## src/rtl/rtc_hms_param.sv

```systemverilog
// Real-time clock core: prescaled 1 Hz tick driving a 24 h HH:MM:SS counter with
// time-set load, minute alarm, day-wrap pulse and 12/24 h seven-segment decode.
module rtc_hms_param #(
    parameter int CLK_DIV        = 100_000_000,
    parameter bit SEG_ACTIVE_LOW = 1'b0
) (
    input  logic       clk,
    input  logic       rst_n,
    input  logic       en,
    input  logic       clr,
    input  logic       load,
    input  logic [4:0] set_hr,
    input  logic [5:0] set_min,
    input  logic [5:0] set_sec,
    input  logic       mode_12h,
    input  logic       alarm_en,
    input  logic [4:0] alm_hr,
    input  logic [5:0] alm_min,
    output logic [6:0] HR_M,
    output logic [6:0] HR_L,
    output logic [6:0] MIN_M,
    output logic [6:0] MIN_L,
    output logic [6:0] SEC_M,
    output logic [6:0] SEC_L,
    output logic       pm,
    output logic       alarm_hit,
    output logic       day_pulse,
    output logic       load_err
);
    localparam int PW = (CLK_DIV > 1) ? $clog2(CLK_DIV) : 1;
    localparam logic [PW-1:0] PMAX = PW'(CLK_DIV - 1);

    logic [4:0]    hr_reg;
    logic [5:0]    min_reg;
    logic [5:0]    sec_reg;
    logic [PW-1:0] pcnt_reg;
    logic          alarm_hit_reg;
    logic          day_pulse_reg;
    logic          load_err_reg;

    logic [4:0] hr_next;
    logic [5:0] min_next;
    logic [5:0] sec_next;
    logic       day_wrap;
    logic       tick;
    logic       set_ok;
    logic       alarm_match;

    assign tick   = en && (pcnt_reg == PMAX);
    assign set_ok = (set_hr <= 5'd23) && (set_min <= 6'd59) && (set_sec <= 6'd59);

    // Time one second later, with the full sec -> min -> hr carry chain.
    always_comb begin
        sec_next = sec_reg + 6'd1;
        min_next = min_reg;
        hr_next  = hr_reg;
        day_wrap = 1'b0;
        if (sec_reg == 6'd59) begin
            sec_next = 6'd0;
            min_next = min_reg + 6'd1;
            if (min_reg == 6'd59) begin
                min_next = 6'd0;
                hr_next  = hr_reg + 5'd1;
                if (hr_reg == 5'd23) begin
                    hr_next  = 5'd0;
                    day_wrap = 1'b1;
                end
            end
        end
    end

    assign alarm_match = alarm_en && (sec_next == 6'd0) &&
                         (min_next == alm_min) && (hr_next == alm_hr);

    always_ff @(posedge clk or negedge rst_n) begin
        if (!rst_n) begin
            hr_reg        <= '0;
            min_reg       <= '0;
            sec_reg       <= '0;
            pcnt_reg      <= '0;
            alarm_hit_reg <= 1'b0;
            day_pulse_reg <= 1'b0;
            load_err_reg  <= 1'b0;
        end else begin
            alarm_hit_reg <= 1'b0;
            day_pulse_reg <= 1'b0;
            load_err_reg  <= 1'b0;
            if (clr) begin
                hr_reg   <= '0;
                min_reg  <= '0;
                sec_reg  <= '0;
                pcnt_reg <= '0;
            end else if (load) begin
                // A load always wins over a coincident tick, accepted or not.
                if (set_ok) begin
                    hr_reg   <= set_hr;
                    min_reg  <= set_min;
                    sec_reg  <= set_sec;
                    pcnt_reg <= '0;
                end else begin
                    load_err_reg <= 1'b1;
                end
            end else if (tick) begin
                pcnt_reg      <= '0;
                hr_reg        <= hr_next;
                min_reg       <= min_next;
                sec_reg       <= sec_next;
                alarm_hit_reg <= alarm_match;
                day_pulse_reg <= day_wrap;
            end else if (en) begin
                pcnt_reg <= pcnt_reg + 1'b1;
            end
        end
    end

    assign alarm_hit = alarm_hit_reg;
    assign day_pulse = day_pulse_reg;
    assign load_err  = load_err_reg;
    assign pm        = (hr_reg >= 5'd12);

    // 12 h display: 0 -> 12, 13..23 -> 1..11, 1..12 unchanged.
    logic [4:0] disp_hr;
    always_comb begin
        disp_hr = hr_reg;
        if (mode_12h) begin
            if (hr_reg == 5'd0)
                disp_hr = 5'd12;
            else if (hr_reg > 5'd12)
                disp_hr = hr_reg - 5'd12;
        end
    end

    function automatic logic [6:0] seg_code(input logic [3:0] d);
        case (d)
            4'd0:    seg_code = 7'h7E;
            4'd1:    seg_code = 7'h30;
            4'd2:    seg_code = 7'h6D;
            4'd3:    seg_code = 7'h79;
            4'd4:    seg_code = 7'h33;
            4'd5:    seg_code = 7'h5B;
            4'd6:    seg_code = 7'h5F;
            4'd7:    seg_code = 7'h70;
            4'd8:    seg_code = 7'h7F;
            4'd9:    seg_code = 7'h7B;
            default: seg_code = 7'h00;
        endcase
    endfunction

    logic [3:0] digit [6];
    logic [6:0] seg   [6];

    assign digit[0] = 4'(disp_hr / 5'd10);
    assign digit[1] = 4'(disp_hr % 5'd10);
    assign digit[2] = 4'(min_reg / 6'd10);
    assign digit[3] = 4'(min_reg % 6'd10);
    assign digit[4] = 4'(sec_reg / 6'd10);
    assign digit[5] = 4'(sec_reg % 6'd10);

    generate
        for (genvar gi = 0; gi < 6; gi++) begin : g_seg
            assign seg[gi] = seg_code(digit[gi]) ^ {7{SEG_ACTIVE_LOW}};
        end
    endgenerate

    assign HR_M  = seg[0];
    assign HR_L  = seg[1];
    assign MIN_M = seg[2];
    assign MIN_L = seg[3];
    assign SEC_M = seg[4];
    assign SEC_L = seg[5];
endmodule

```

## config.mk

```make
export PLATFORM = sky130hd
export DESIGN_NAME = rtc_hms_param
export DESIGN_NICKNAME = d
export VERILOG_FILES = /design/src/rtl/rtc_hms_param.sv
export SDC_FILE = /design/constraint.sdc
export NUM_CORES = 1
export LEC_CHECK = 0
export ABC_AREA = 1
export BUFFER_PORTS_ARGS = -buffer_cell sky130_fd_sc_hd__buf_4
export CAP_MARGIN = 10
export CORE_ASPECT_RATIO = 1.2
export CORE_MARGIN = 2
export CORE_UTILIZATION = 50
export CTS_BUF_LIST = sky130_fd_sc_hd__clkbuf_8 sky130_fd_sc_hd__clkbuf_16
export CTS_CLUSTER_SIZE = 25
export DETAILED_ROUTE_END_ITERATION = 6
export PLACE_DENSITY = 0.72
export SLEW_MARGIN = 20
export SYNTH_ARGS = -nofsm -noshare
export SYNTH_HDL_FRONTEND = slang
export SYNTH_SLANG_ARGS = --single-unit
```

## constraint.sdc

```tcl
create_clock -name clk -period 5.6 [get_ports clk]
set_input_delay 0.56 -clock clk [delete_from_list [all_inputs] [get_ports clk]]
set_output_delay 0.56 -clock clk [all_outputs]
set_load 0.005 [all_outputs]
```

# ---- Yosys cells after proc, flatten, opt, wreduce, memory -nomap -nowiden
# Memory sizes are Yosys's and may differ from the RTL's.
# Index checks and enable logic that the tools add are counted.
dict set report word_totals {
  out_inout_bits 46
  elab_cells 86
  reg_bits 47
  rom_bits 672
  mem_count 6
}
dict set report op_classes {
  reduce_logical 12
  eq_ne 7
  order_cmp 5
  n_addsub 5
  mux 38
  div_mod_pow 6
}
# memory words width read_ports rd_ports_with_merged_regs wr line_no
set memory_table {}
lappend memory_table {{(no name shown)} 16 7 1 0 0 134} ;# case (d)
lappend memory_table {{(no name shown)} 16 7 1 0 0 134}
lappend memory_table {{(no name shown)} 16 7 1 0 0 134}
lappend memory_table {{(no name shown)} 16 7 1 0 0 134}
lappend memory_table {{(no name shown)} 16 7 1 0 0 134}
lappend memory_table {{(no name shown)} 16 7 1 0 0 134}
# cell count
set op_table {}
lappend op_table {{two-way mux 27 bit} 5}
lappend op_table {{two-way mux 6 bit} 11}
lappend op_table {{two-way mux 5 bit} 10}
lappend op_table {{adder 27 x 1 -> 27 bit (second input constant)} 1}
lappend op_table {{== test 27 bit (second input constant)} 1}
lappend op_table {{adder 6 x 1 -> 6 bit (second input constant)} 2}
lappend op_table {{divider 6 x 4 -> 6 bit (second input constant)} 2}
lappend op_table {{== test 6 bit (second input constant)} 2}
lappend op_table {{less-or-equal comparator 6 bit (second input constant)} 2}
lappend op_table {{modulo 6 x 4 -> 6 bit (second input constant)} 2}
lappend op_table {{two-way mux 1 bit} 12}
lappend op_table {{== test 6 bit} 1}
lappend op_table {{logical AND 1 bit} 6}
lappend op_table {{zero test 6 bit} 1}
lappend op_table {{adder 5 x 1 -> 5 bit (second input constant)} 1}
lappend op_table {{divider 5 x 4 -> 5 bit (second input constant)} 1}
lappend op_table {{== test 5 bit} 1}
lappend op_table {{== test 5 bit (second input constant)} 1}
lappend op_table {{>= comparator 5 x 4 -> 1 bit (second input constant)} 1}
lappend op_table {{greater-than comparator 5 x 4 -> 1 bit (second input constant)} 1}
lappend op_table {{less-or-equal comparator 5 bit (second input constant)} 1}
lappend op_table {{zero test 5 bit} 1}
lappend op_table {{modulo 5 x 4 -> 5 bit (second input constant)} 1}
lappend op_table {{subtractor 5 x 4 -> 5 bit (second input constant)} 1}
lappend op_table {{other kinds (4)} 5}

# ---- Depth between registers and ports, before layout
# Gate-level depths: netlist (run 1).
dict set report depth {
  depth_word 9
  depth_mapped 28
  ltp_nobuf 28
}

# ---- Worst setup path after synthesis (run 1)
# No wires, ideal clock.
dict set report synth_path {
  path_kind {flip-flop to output port}
  from {reg hr_reg[0]}
  to {out HR_L[3]}
  required_time_ns 5.040
  slack_ns 1.929
  stages_incl_launch_ff 28
  arrival_time_ns 3.111
  path_cell_list {dfrtp_1 inv_1 ha_1 nand3_2 nand3_1 nand2_1 nand3_1 inv_1 ha_1 inv_1 nand4_1 nand3_1 nand2_1 inv_1 ha_1 o21bai_1 inv_1 nand3_2 nand2_2 nand2_4 nand2_2 nand2_2 inv_1 ha_1 nand3_1 nand2_1 nand2_1 nand2_1}
}
dict set report synth_via {
  elab_chain_cells 6
  word_cells_on_any_way 8
}
# item line_no
set synth_lines {}
lappend synth_lines {{start, declared} 33} ;# logic [4:0] hr_reg;
lappend synth_lines {{start signal, assigned} 96} ;# hr_reg <= set_hr;
lappend synth_lines {{start signal, assigned} 105} ;# hr_reg <= hr_next;
lappend synth_lines {{subtractor 5 x 4 -> 5 bit / greater-than comparator 5 x 4 -> 1 bit (equally long branches)} {129, 128}}
lappend synth_lines {{two-way mux 5 bit} 128} ;# else if (hr_reg > 5'd12)
lappend synth_lines {{two-way mux 5 bit} 126} ;# if (hr_reg == 5'd0)
lappend synth_lines {{two-way mux 5 bit (*)} 125} ;# if (mode_12h) begin
lappend synth_lines {{modulo 5 x 4 -> 5 bit (*)} 153} ;# assign digit[1] = 4'(disp_hr % 5'd10);
lappend synth_lines {{memory read (16 x 7 bit) (*)} -}
lappend synth_lines {{end, declared} 20} ;# output logic [6:0] HR_L,
# Every way passes the cells marked *; elsewhere a longest branch is shown, timed or not.

# ---- Worst setup path in the final report (run 1)
dict set report layout_path {
  from {reg hr_reg[2]}
  to {out HR_L[3]}
}
# The elaborated chain is that of the path after synthesis.

==> results.toml, run 1 <==
[setup_path]
path_class = "reg2out"
path_delay_family = "simple AND/OR/NAND/NOR gates"
slowest_delay_ns = 0.47
start_kind = "flop"
setup.worst_path.start = "hr_reg[2]"
cp_slowest_cell = "dfrtp_1"
worst-path-buf-inv = 6
crit_arrival_ns = 4.00
cp_data_required_time_ns = 5.04
reg2reg_from = "pcnt_reg[21]"
cp-end-kind = "output port"
path_max_fanout = 9

[synthesis]
ys_seq_area_frac = 0.236
async_reset_ff_frac = 1.00
synth_nets = 845
avgSynthCellArea_sq_um = 6.53
netlist_instances = 764
synth_cell_types = 49
ys.warnings.count = 0
synth_edf_count = 0
synth_ff_type = "dfrtp_1"
synth-seq-cells = 47
synth_area_sq_um = 4990

[placed_design]
gp_congestion = 0.981
dp_hpwl_um = 10000
port_buffers = 79
preCtsSetupSlack_ns = 1.42

[global_route]
grt_max_degree = 48
grtUsageTotal = 0.241
grt_pass1_vias = 4864
antenna_found_initial = 0
grt_pass1_wl_um = 21300
overflow = 0

[detailed_routing]
vias = 5262
first_iter_violations = 286
drt-vias-per-instance = 5.46
highest_layer = "met4"
wl_um = 12700
drc_errors = 0
routed-wl-met2_um = 6400
routedWlPerCell_um = 13.2
dr.pass1.iters = 5
drtAntennaViolNets = 0
wl_met3_um = 792
wl_met1_um = 5390

[cts]
tritoncts_num_sinks = 47
root_buffer = "clkbuf_16"
cts_tree = "done"
post-cts-setup-buffers = 0
cts_buffers = 5
postCtsHoldBufs = 0
htree_levels = 2
clock_path_buffers = 2
cts_resized = 0
clk_latency_ns = 0.28
clk_pin_slew_ns = 0.07

[timing]
fin_crit_ns = 4.56
whs_ns = 0.285
rsz0062_at_grt = "no"
skew_ns = 0.00503
hold_viol = 0
fmax_mhz = 219
setup_tns_ns = 0
timing.final.crit_share = 0.815
fin_ws_ns = 1.04
tightestPinTransition_ns = 0.810
setup_viol = 0
relSlewSlack = 0.459
slew_violations = 0

[power_and_ir_drop]
p_leak_nw = 2.98
peakVddDrop_mv = 0.205
powerDensity_nw_per_um2 = 345

[worst_hold_path]
hold_path.class = "in2async"

[floorplanning]
core_sq_um = 9610
die_h_um = 113
die_w_um = 95.2
rows = 39
initial_core_util = 0.519
die-area_sq_um = 10800
io_pins = 81

[final_layout]
fillers = 933
antenna-diode-count = 0
nets = 920
largest_register_ffs = 27
drive_above_1_share = 0.187
regArea_sq_um = 1180
synthToLayoutAreaGrowth_pct = 17.4
multi_input_area_sq_um = 3330

[run]
cap_violations = 0

[outcome]
status = "finished, final reports clean"
-- cell usage after synthesis (6+ instances only) --
cell,number,area share
a21oi_1,23,0.023
dfrtp_1,47,0.24
ha_1,46,0.12
inv_1,92,0.069
inv_2,15,0.011
nand2_1,204,0.15
nand2_2,18,0.023
nand2_4,8,0.018
nand3_1,71,0.071
nand3_2,7,0.014
nand4_1,20,0.025
nor2_1,58,0.044
nor3_1,17,0.017
nor4_1,7,0.0088
o21ai_0,47,0.047
o21ai_1,7,0.0070
or2_2,6,0.0075
xor2_1,8,0.014
-- per-layer routing --
metal / track usage / vias to the layer above
met1: 0.306 / 2431
met2: 0.431 / 172
li1: - / 2640
met3: 0.0284 / 19
met4: 0.0580 / 0
met5: 0 / -
-- power by group --
part	internal (mW)	switching (mW)
Clock	0.222	0.127
Combinational	0.568	0.711
Sequential	0.361	0.0341
Total	1.15	0.873
-- through the flow --
step	instances	cell area, sq um	utilization	power [mW]
finish	963	5860	0.610	2.02
global route	963	5860	0.610	2.22
CTS	963	5860	0.610	2.04
detailed placement	955	5690	0.591	1.69
global placement	955	5690	0.591	1.65
floorplan	764	4990	-	1.20
-- placed cells by master (no fill, tap or decap), types with 15 or more instances in the layout --
| master | n |
|---|---|
| nand2_1 | 204 |
| ha_1 | 46 |
| nor2_1 | 58 |
| nand3_1 | 71 |
| o21ai_0 | 47 |
| nand2_2 | 18 |
| inv_2 | 15 |
| buf_4 | 81 |
| nor3_1 | 17 |
| inv_1 | 92 |
| nand4_1 | 20 |
| dfrtp_1 | 47 |
| a21oi_1 | 23 |
-- area by class of cell --
cell class / count / area share
Tap cell: 123 / 0.0263
Clock inverter: 2 / 0.00598
Multi-Input combinational cell: 594 / 0.569
Inverter: 110 / 0.0705
Sequential cell: 47 / 0.201
Clock buffer: 6 / 0.0237
Timing Repair Buffer: 81 / 0.104
-- worst register-to-register path, stage by stage, from the launching register on --
cell and delay, ns:
dfrtp_1 0.44, nand2_1 0.12, nor2_1 0.23, nand4_1 0.13, nor4_1 0.21, nand3_1 0.14
nand2_1 0.13, nand2_1 0.06, buf_4 0.24, inv_1 0.56, a21oi_1 0.13, o22a_1 0.19
-- final timing paths --
kind | endpoint | slack, ns | depth (start not counted)
worst max register to register | pcnt_reg[23] | 2.92 | 11
worst min-delay path | pcnt_reg[4] | 0.28 | 1
worst min register to register | pcnt_reg[0] | 0.53 | 1
worst max-delay path | HR_L[3] | 1.04 | 27
max in group asynchronous | pcnt_reg[18] | 4.90 | 1
min in group clk | pcnt_reg[0] | 0.53 | 1
-- cells by family after synthesis --
kind of cell               Yosys count  share of synthesized area
and+or+nand+nor                    428                      0.402
buffers and inverters              123                     0.0960
AOI/OAI and AO/OA                  104                      0.121
DFF                                 47                      0.236
adders and majority gates           46                      0.115
xor gates and xnor gates            15                     0.0293
other                                1                   0.000752
No activity file was read; power rests on OpenSTA's default activity.
==> inputs of run 2 (changes only) <==
--- a/config.mk
+++ b/config.mk
@@ -5,7 +5,7 @@
 export SDC_FILE = /design/constraint.sdc
 export NUM_CORES = 1
 export LEC_CHECK = 0
-export ABC_AREA = 1
+export ABC_AREA = 0
 export BUFFER_PORTS_ARGS = -buffer_cell sky130_fd_sc_hd__buf_4
 export CAP_MARGIN = 10
 export CORE_ASPECT_RATIO = 1.2
@@ -14,7 +14,7 @@
 export CTS_BUF_LIST = sky130_fd_sc_hd__clkbuf_8 sky130_fd_sc_hd__clkbuf_16
 export CTS_CLUSTER_SIZE = 25
 export DETAILED_ROUTE_END_ITERATION = 6
-export PLACE_DENSITY = 0.72
+export PLACE_DENSITY = 0.75
 export SLEW_MARGIN = 20
 export SYNTH_ARGS = -nofsm -noshare
 export SYNTH_HDL_FRONTEND = slang
==> constraint.sdc (replaced) <==
create_clock -name clk -period 3.8 [get_ports clk]
set_input_delay 0.38 -clock clk [delete_from_list [all_inputs] [get_ports clk]]
set_output_delay 0.38 -clock clk [all_outputs]
set_load 0.005 [all_outputs]
==> run 2 against run 1 <==
Compared with the run above: the flow now finishes with violations (setup timing); first-iteration DRC count rose by 15%; combinational power grew 16%; non-clock buffer count up 37; sequential cell count is the same; synthesized cell count down 17%; count of clock-buffer cells in the layout shrank 1; total power is 24% higher; register-to-register slack lost 2.1 ns; global-route usage fell by 0.15 points.
==> results.toml, run 2 <==
[timing]
setup_tns_ns = -1.64
whs_ns = 0.0919
timing.final.crit_share = 1.08
relSlewSlack = 0.494
skew_ns = 0.00743
setup_viol = 7
slew_violations = 0
hold_viol = 0
tightestPinTransition_ns = 0.759
fmax_mhz = 244
fin_ws_ns = -0.302
rsz0062_at_grt = "yes"
fin_crit_ns = 4.10

[synthesis]
synth_top_area_cell = "dfrtp_1"
ys.warnings.count = 0
synth_nets = 714
synthSimpleGateAreaFrac = 0.251
synth_top_area_frac = 0.234
synth_ff_type = "dfrtp_1"
async_reset_ff_frac = 1.00
synth.most_common_cell = "nor2_1"
synth_area_leaders = "dfrtp_1 23%, ha_1 11%, o21ai_0 4.9%, nor2_1 4.3%, xnor2_1 3.8%"
netlist_top_cells_count = "58 x nor2_1, 49 x o21ai_0, 47 x dfrtp_1, 46 x ha_1, 44 x nand2_1"
synth_edf_count = 0
synth-seq-cells = 47
synth_top_family_by_area = "simple AND/OR/NAND/NOR gates"
synth_compound_area_frac = 0.243
synth_area_sq_um = 5020
ys_seq_area_frac = 0.234
synth_fa_ha_area_frac = 0.115
muxShareOfSynthArea = 0.0227
synth_xor_area_frac = 0.0698
avgSynthCellArea_sq_um = 7.93
netlist_instances = 633
synth_cell_types = 85

[floorplanning]
die_h_um = 114
die_w_um = 95.4
io_pins = 81
initial_core_util = 0.506
rows = 40
die-area_sq_um = 10900
core_sq_um = 9910

[power_and_ir_drop]
p_clk_frac = 0.181
p_int_mw = 1.52
powerDensity_nw_per_um2 = 400
p_sw_uw = 987
p_leak_nw = 2.79
peakVddDrop_mv = 0.215
switching_share = 0.394
power_mw = 2.51
pwr-share-seq = 0.226
power_frac_comb = 0.593

[final_layout]
mostFrequentLayoutCells = "116 x buf_4, 57 x nor2_1, 48 x o21ai_0"
nets = 806
synthToLayoutAreaGrowth_pct = 24.8
fillers = 880
mostFrequentLayoutCell = "buf_4"
drive_above_1_share = 0.252
largest_register_ffs = 27
antenna-diode-count = 0
layoutNonFillerInstCount = 852

[global_route]
grt_pass1_wl_um = 21500
grt_max_degree = 48
grt_pass1_vias = 4731
antenna_found_initial = 0
grtUsageTotal = 0.240
overflow = 0

[setup_path]
reg2reg_from = "pcnt_reg[0]"
rr_endpoint = "min_reg[0]"
cp_slowest_cell = "dfrtp_1"
r2r_cells = 9
start_kind = "flop"
crit_arrival_ns = 3.72
r2r_setup_slack_ns = 0.78
path_class = "reg2out"
slowest_delay_ns = 0.43
path_max_fanout = 5
cp-end-kind = "output port"
cp_data_required_time_ns = 3.42
crit_chain = "inv_2 > ha_4 > nand3b_1 > o22ai_4 > nand2_2 > inv_2 > ha_4 > nor2_4 > a21oi_4 > xnor2_2 > ha_2 > a31o_4 > o21ai_4 > o2bb2ai_4 > xnor2_2 > inv_2 > ha_4 > or3_4 > o211ai_1 > buf_4"

[cts]
cts_tree = "done"
root_buffer = "clkbuf_16"
tritoncts_num_sinks = 47
clk_latency_ns = 0.29
clk_pin_slew_ns = 0.07
htree_levels = 2
cts_buffers = 5
clock_path_buffers = 2
postCtsHoldBufs = 0

[worst_hold_path]
hold_path.class = "in2async"

[placed_design]
dp_hpwl_um = 9830
dp_cells = 830
gp_congestion = 0.843
port_buffers = 79

[detailed_routing]
routedWlPerCell_um = 15.7
wl_um = 13400
dr.pass1.iters = 5
drc_errors = 0
drt-vias-per-instance = 5.94
vias = 5065
first_iter_violations = 330
drtAntennaViolNets = 0

[run]
cap_violations = 0

[outcome]
status = "finished, violations left"
violations = "setup timing"
==> run 2: metrics by stage <==
stage,util,setup slack (ns),cell area (sq um)
4_1_cts,0.618,-0.243,6120
6_report,0.632,-0.302,6260
3_3_place_gp,0.591,0.0610,5850
3_5_place_dp,0.591,-0.0519,5850
2_1_floorplan,-,-0.0885,5090
5_1_grt,0.632,-0.415,6260
==> run 2: cell type report <==
class	count	area [sq um]	area share
tap	126	158	0.0252
clock buffer	5	125	0.0200
sequential	47	1180	0.188
multi-input combinational	513	3740	0.596
clock inverter	3	22.5	0.00360
timing repair buffer	118	893	0.143
inverter	40	150	0.0240
==> run 2: critical path, delay by kind of cell, from the launching register on <==
family	cells	cell delay [ns]
DFF	1	0.43
buffers and inverters	4	0.40
AOI/OAI and AO/OA	6	1.05
adders and majority gates	4	0.67
and+or+nand+nor	4	0.63
xor gates and xnor gates	2	0.24
==> run 2: timing repair <==
item,in CTS,in global routing
buffers inserted,11,3
endpoints found under the setup margin,7,19
gates resized for setup,10,18
pin swaps,11,10
==> run 2: kinds of logic after synthesis <==
logic type | after synthesis
other | 1
buffers and inverters | 73
and+or+nand+nor | 235
adders and majority gates | 46
DFF | 47
xor gates and xnor gates | 40
muxes | 11
AOI/OAI and AO/OA | 180
==> run 2: worst max path at each step <==
stage               startpoint       to  slack, ns  cells past startpoint
finish               hr_reg[3]  HR_L[1]      -0.30                     20
floorplan            hr_reg[2]  HR_L[1]      -0.09                     20
CTS                  hr_reg[3]  HR_L[1]      -0.24                     20
detailed placement   hr_reg[3]  HR_L[1]      -0.05                     20
global placement     hr_reg[3]  HR_L[1]       0.06                     20
global route         hr_reg[3]  HR_L[2]      -0.41                     15
==> run 2: power groups by stage <==
stage | Clock (mW) | Sequential (mW) | Combinational, mW
finish | 0.453 | 0.567 | 1.49
global route | 0.479 | 0.573 | 1.62
CTS | 0.458 | 0.565 | 1.40
floorplan | 0 | 0.551 | 0.830
global placement | 0 | 0.572 | 1.30
detailed placement | 0 | 0.575 | 1.34
==> run 2: per-layer routing <==
layer	GRT usage	wire length, um
met4	0.0610	199
met5	0	0
met1	0.317	5810
met2	0.416	6830
met3	0.0251	552
==> inputs of run 3 (changes only) <==
--- a/config.mk
+++ b/config.mk
@@ -5,7 +5,7 @@
 export SDC_FILE = /design/constraint.sdc
 export NUM_CORES = 1
 export LEC_CHECK = 0
-export ABC_AREA = 0
+export ABC_AREA = 1
 export BUFFER_PORTS_ARGS = -buffer_cell sky130_fd_sc_hd__buf_4
 export CAP_MARGIN = 10
 export CORE_ASPECT_RATIO = 1.2
==> run 3 against run 2 <==
Compared with the run above: the flow still finishes with violations (setup timing); combinational power increased by 47%; total power increased by 28%; routed wire length increased by 5.0%; worst hold slack improved by 0.015 ns; maximum frequency increased by 4.6%; count of clock-buffer cells in the layout unchanged; critical path type unchanged.
==> results.toml, run 3 (synthesis results as in run 1) <==
[outcome]
status = "finished, violations left"
violations = "setup timing"

[setup_path]
path_delay_family = "simple AND/OR/NAND/NOR gates"
crit_path_frequent_cell = "inv_2"
cp_data_required_time_ns = 3.42
path_class = "reg2out"
crit_arrival_ns = 3.54
cp-end-kind = "output port"
start_kind = "flop"
slowest_delay_ns = 0.40
cp_slowest_cell = "dfrtp_1"
worst-path-buf-inv = 7
path_max_fanout = 5

[cts]
tritoncts_num_sinks = 47
htree_levels = 2
postCtsHoldBufs = 0
cts_buffers = 5
clock_path_buffers = 2
clk_latency_ns = 0.29
root_buffer = "clkbuf_16"
clk_pin_slew_ns = 0.06
cts_tree = "done"

[floorplanning]
io_pins = 81
initial_core_util = 0.519
core_sq_um = 9610
die-area_sq_um = 10800
die_w_um = 95.2
die_h_um = 113
rows = 39

[run]
cap_violations = 0

[timing]
skew_ns = 0.00614
fmax_mhz = 255
rsz0062_at_grt = "yes"
hold_viol = 0
fin_ws_ns = -0.121
whs_ns = 0.107
fin_crit_ns = 3.92
timing.final.crit_share = 1.03
slew_violations = 0
setup_viol = 7
setup_tns_ns = -0.473
relSlewSlack = 0.532
tightestPinTransition_ns = 0.701

[global_route]
grt_pass1_vias = 5193
overflow = 0
grt_busiest_layer = "met2"
grt_max_degree = 48
antenna_found_initial = 0
grtUsageTotal = 0.257
grt_pass1_wl_um = 22700
grt_use_met3 = 0.0390
grtUsageMet1 = 0.304
gr-usage-met2 = 0.461

[final_layout]
mostFrequentLayoutCells = "199 x nand2_1, 118 x buf_4, 83 x inv_1"
antenna-diode-count = 0
layoutNonFillerInstCount = 1000
largest_register_ffs = 27
mostFrequentLayoutCell = "nand2_1"
regArea_sq_um = 1180
multi_input_area_sq_um = 3550
nets = 959
synthToLayoutAreaGrowth_pct = 27.2
drive_above_1_share = 0.259
fillers = 811

[placed_design]
port_buffers = 79
dp_cells = 962
gp_congestion = 0.984
dp_hpwl_um = 10100

[worst_hold_path]
hold_path.class = "in2async"

[detailed_routing]
vias = 5491
wl_um = 14100
first_iter_violations = 390
drt-vias-per-instance = 5.49
drc_errors = 0
dr.pass1.iters = 5
routedWlPerCell_um = 14.1
drtAntennaViolNets = 0

[power_and_ir_drop]
powerDensity_nw_per_um2 = 503
p_leak_nw = 3.18
peakVddDrop_mv = 0.259
-- run 3: cell count changes in the layout (fill, tap and decap cells not counted), moves of 11 or more --
cell / delta
nand3_2: +11
nand2_4: +12
nand2_1: +156
and3_1: -12
inv_1: +49
xnor2_1: -14
nand2_2: +17
nand2b_1: -13
nand3_1: +42
a22o_1: -13
inv_2: +15
or3_1: -11
-- run 3: through the flow --
| stage | util | power (mW) | setup WS [ns] | area, sq um |
|---|---|---|---|---|
| finish | 0.660 | 3.20 | -0.121 | 6350 |
| CTS | 0.635 | 3.02 | 0.0254 | 6110 |
| floorplan | - | 1.76 | 0.309 | 4990 |
| detailed placement | 0.597 | 2.51 | -0.0448 | 5740 |
| global placement | 0.597 | 2.43 | 0.169 | 5740 |
| global route | 0.660 | 3.48 | -0.282 | 6350 |
-- run 3: path summary, 6_finish.rpt --
path                              startpoint            to  slack, ns  cells after the start
worst min-delay path                   rst_n  pcnt_reg[23]       0.11                      1
worst max register to register  pcnt_reg[22]  pcnt_reg[23]       1.39                     10
worst max-delay path               hr_reg[1]       HR_L[3]      -0.12                     26
max in group asynchronous              rst_n     hr_reg[2]       3.26                      1
min in group clk                  set_sec[4]    sec_reg[4]       0.37                      3
worst min register to register   pcnt_reg[1]   pcnt_reg[1]       0.51                      2
-- run 3: per-layer routing --
metal  up-vias  share of wire
met4         0          0.028
li1       2710              -
met5         -              0
met3        42          0.068
met1      2509           0.40
met2       230           0.51
-- run 3: repair_timing --
| action | CTS | global route |
|---|---|---|
| setup buffers | 22 | 11 |
| endpoints found under the setup margin | 7 | 7 |
| pin swaps | 8 | 20 |
| resized for setup | 21 | 32 |
-- run 3: worst reg2reg max path, delay by kind of cell, from the launching register on --
| kind | cells | cell delay (ns) |
|---|---|---|
| AND/OR/NAND/NOR | 7 | 1.07 |
| AO/OA/AOI/OAI | 2 | 0.33 |
| buffers and inverters | 1 | 0.52 |
| flip-flops | 1 | 0.39 |
-- run 3: layout make-up --
cell class,count,area share
clock buffer,5,0.0197
tap,123,0.0242
multi-input combinational,594,0.560
sequential,47,0.186
timing repair buffer,120,0.143
inverter,110,0.0662
clock inverter,1,0.00118
-- run 3: report_power, final --
group,switching [mW],internal (mW)
Combinational,1.19,1.01
Sequential,0.0540,0.533
Clock,0.177,0.236
Total,1.42,1.78
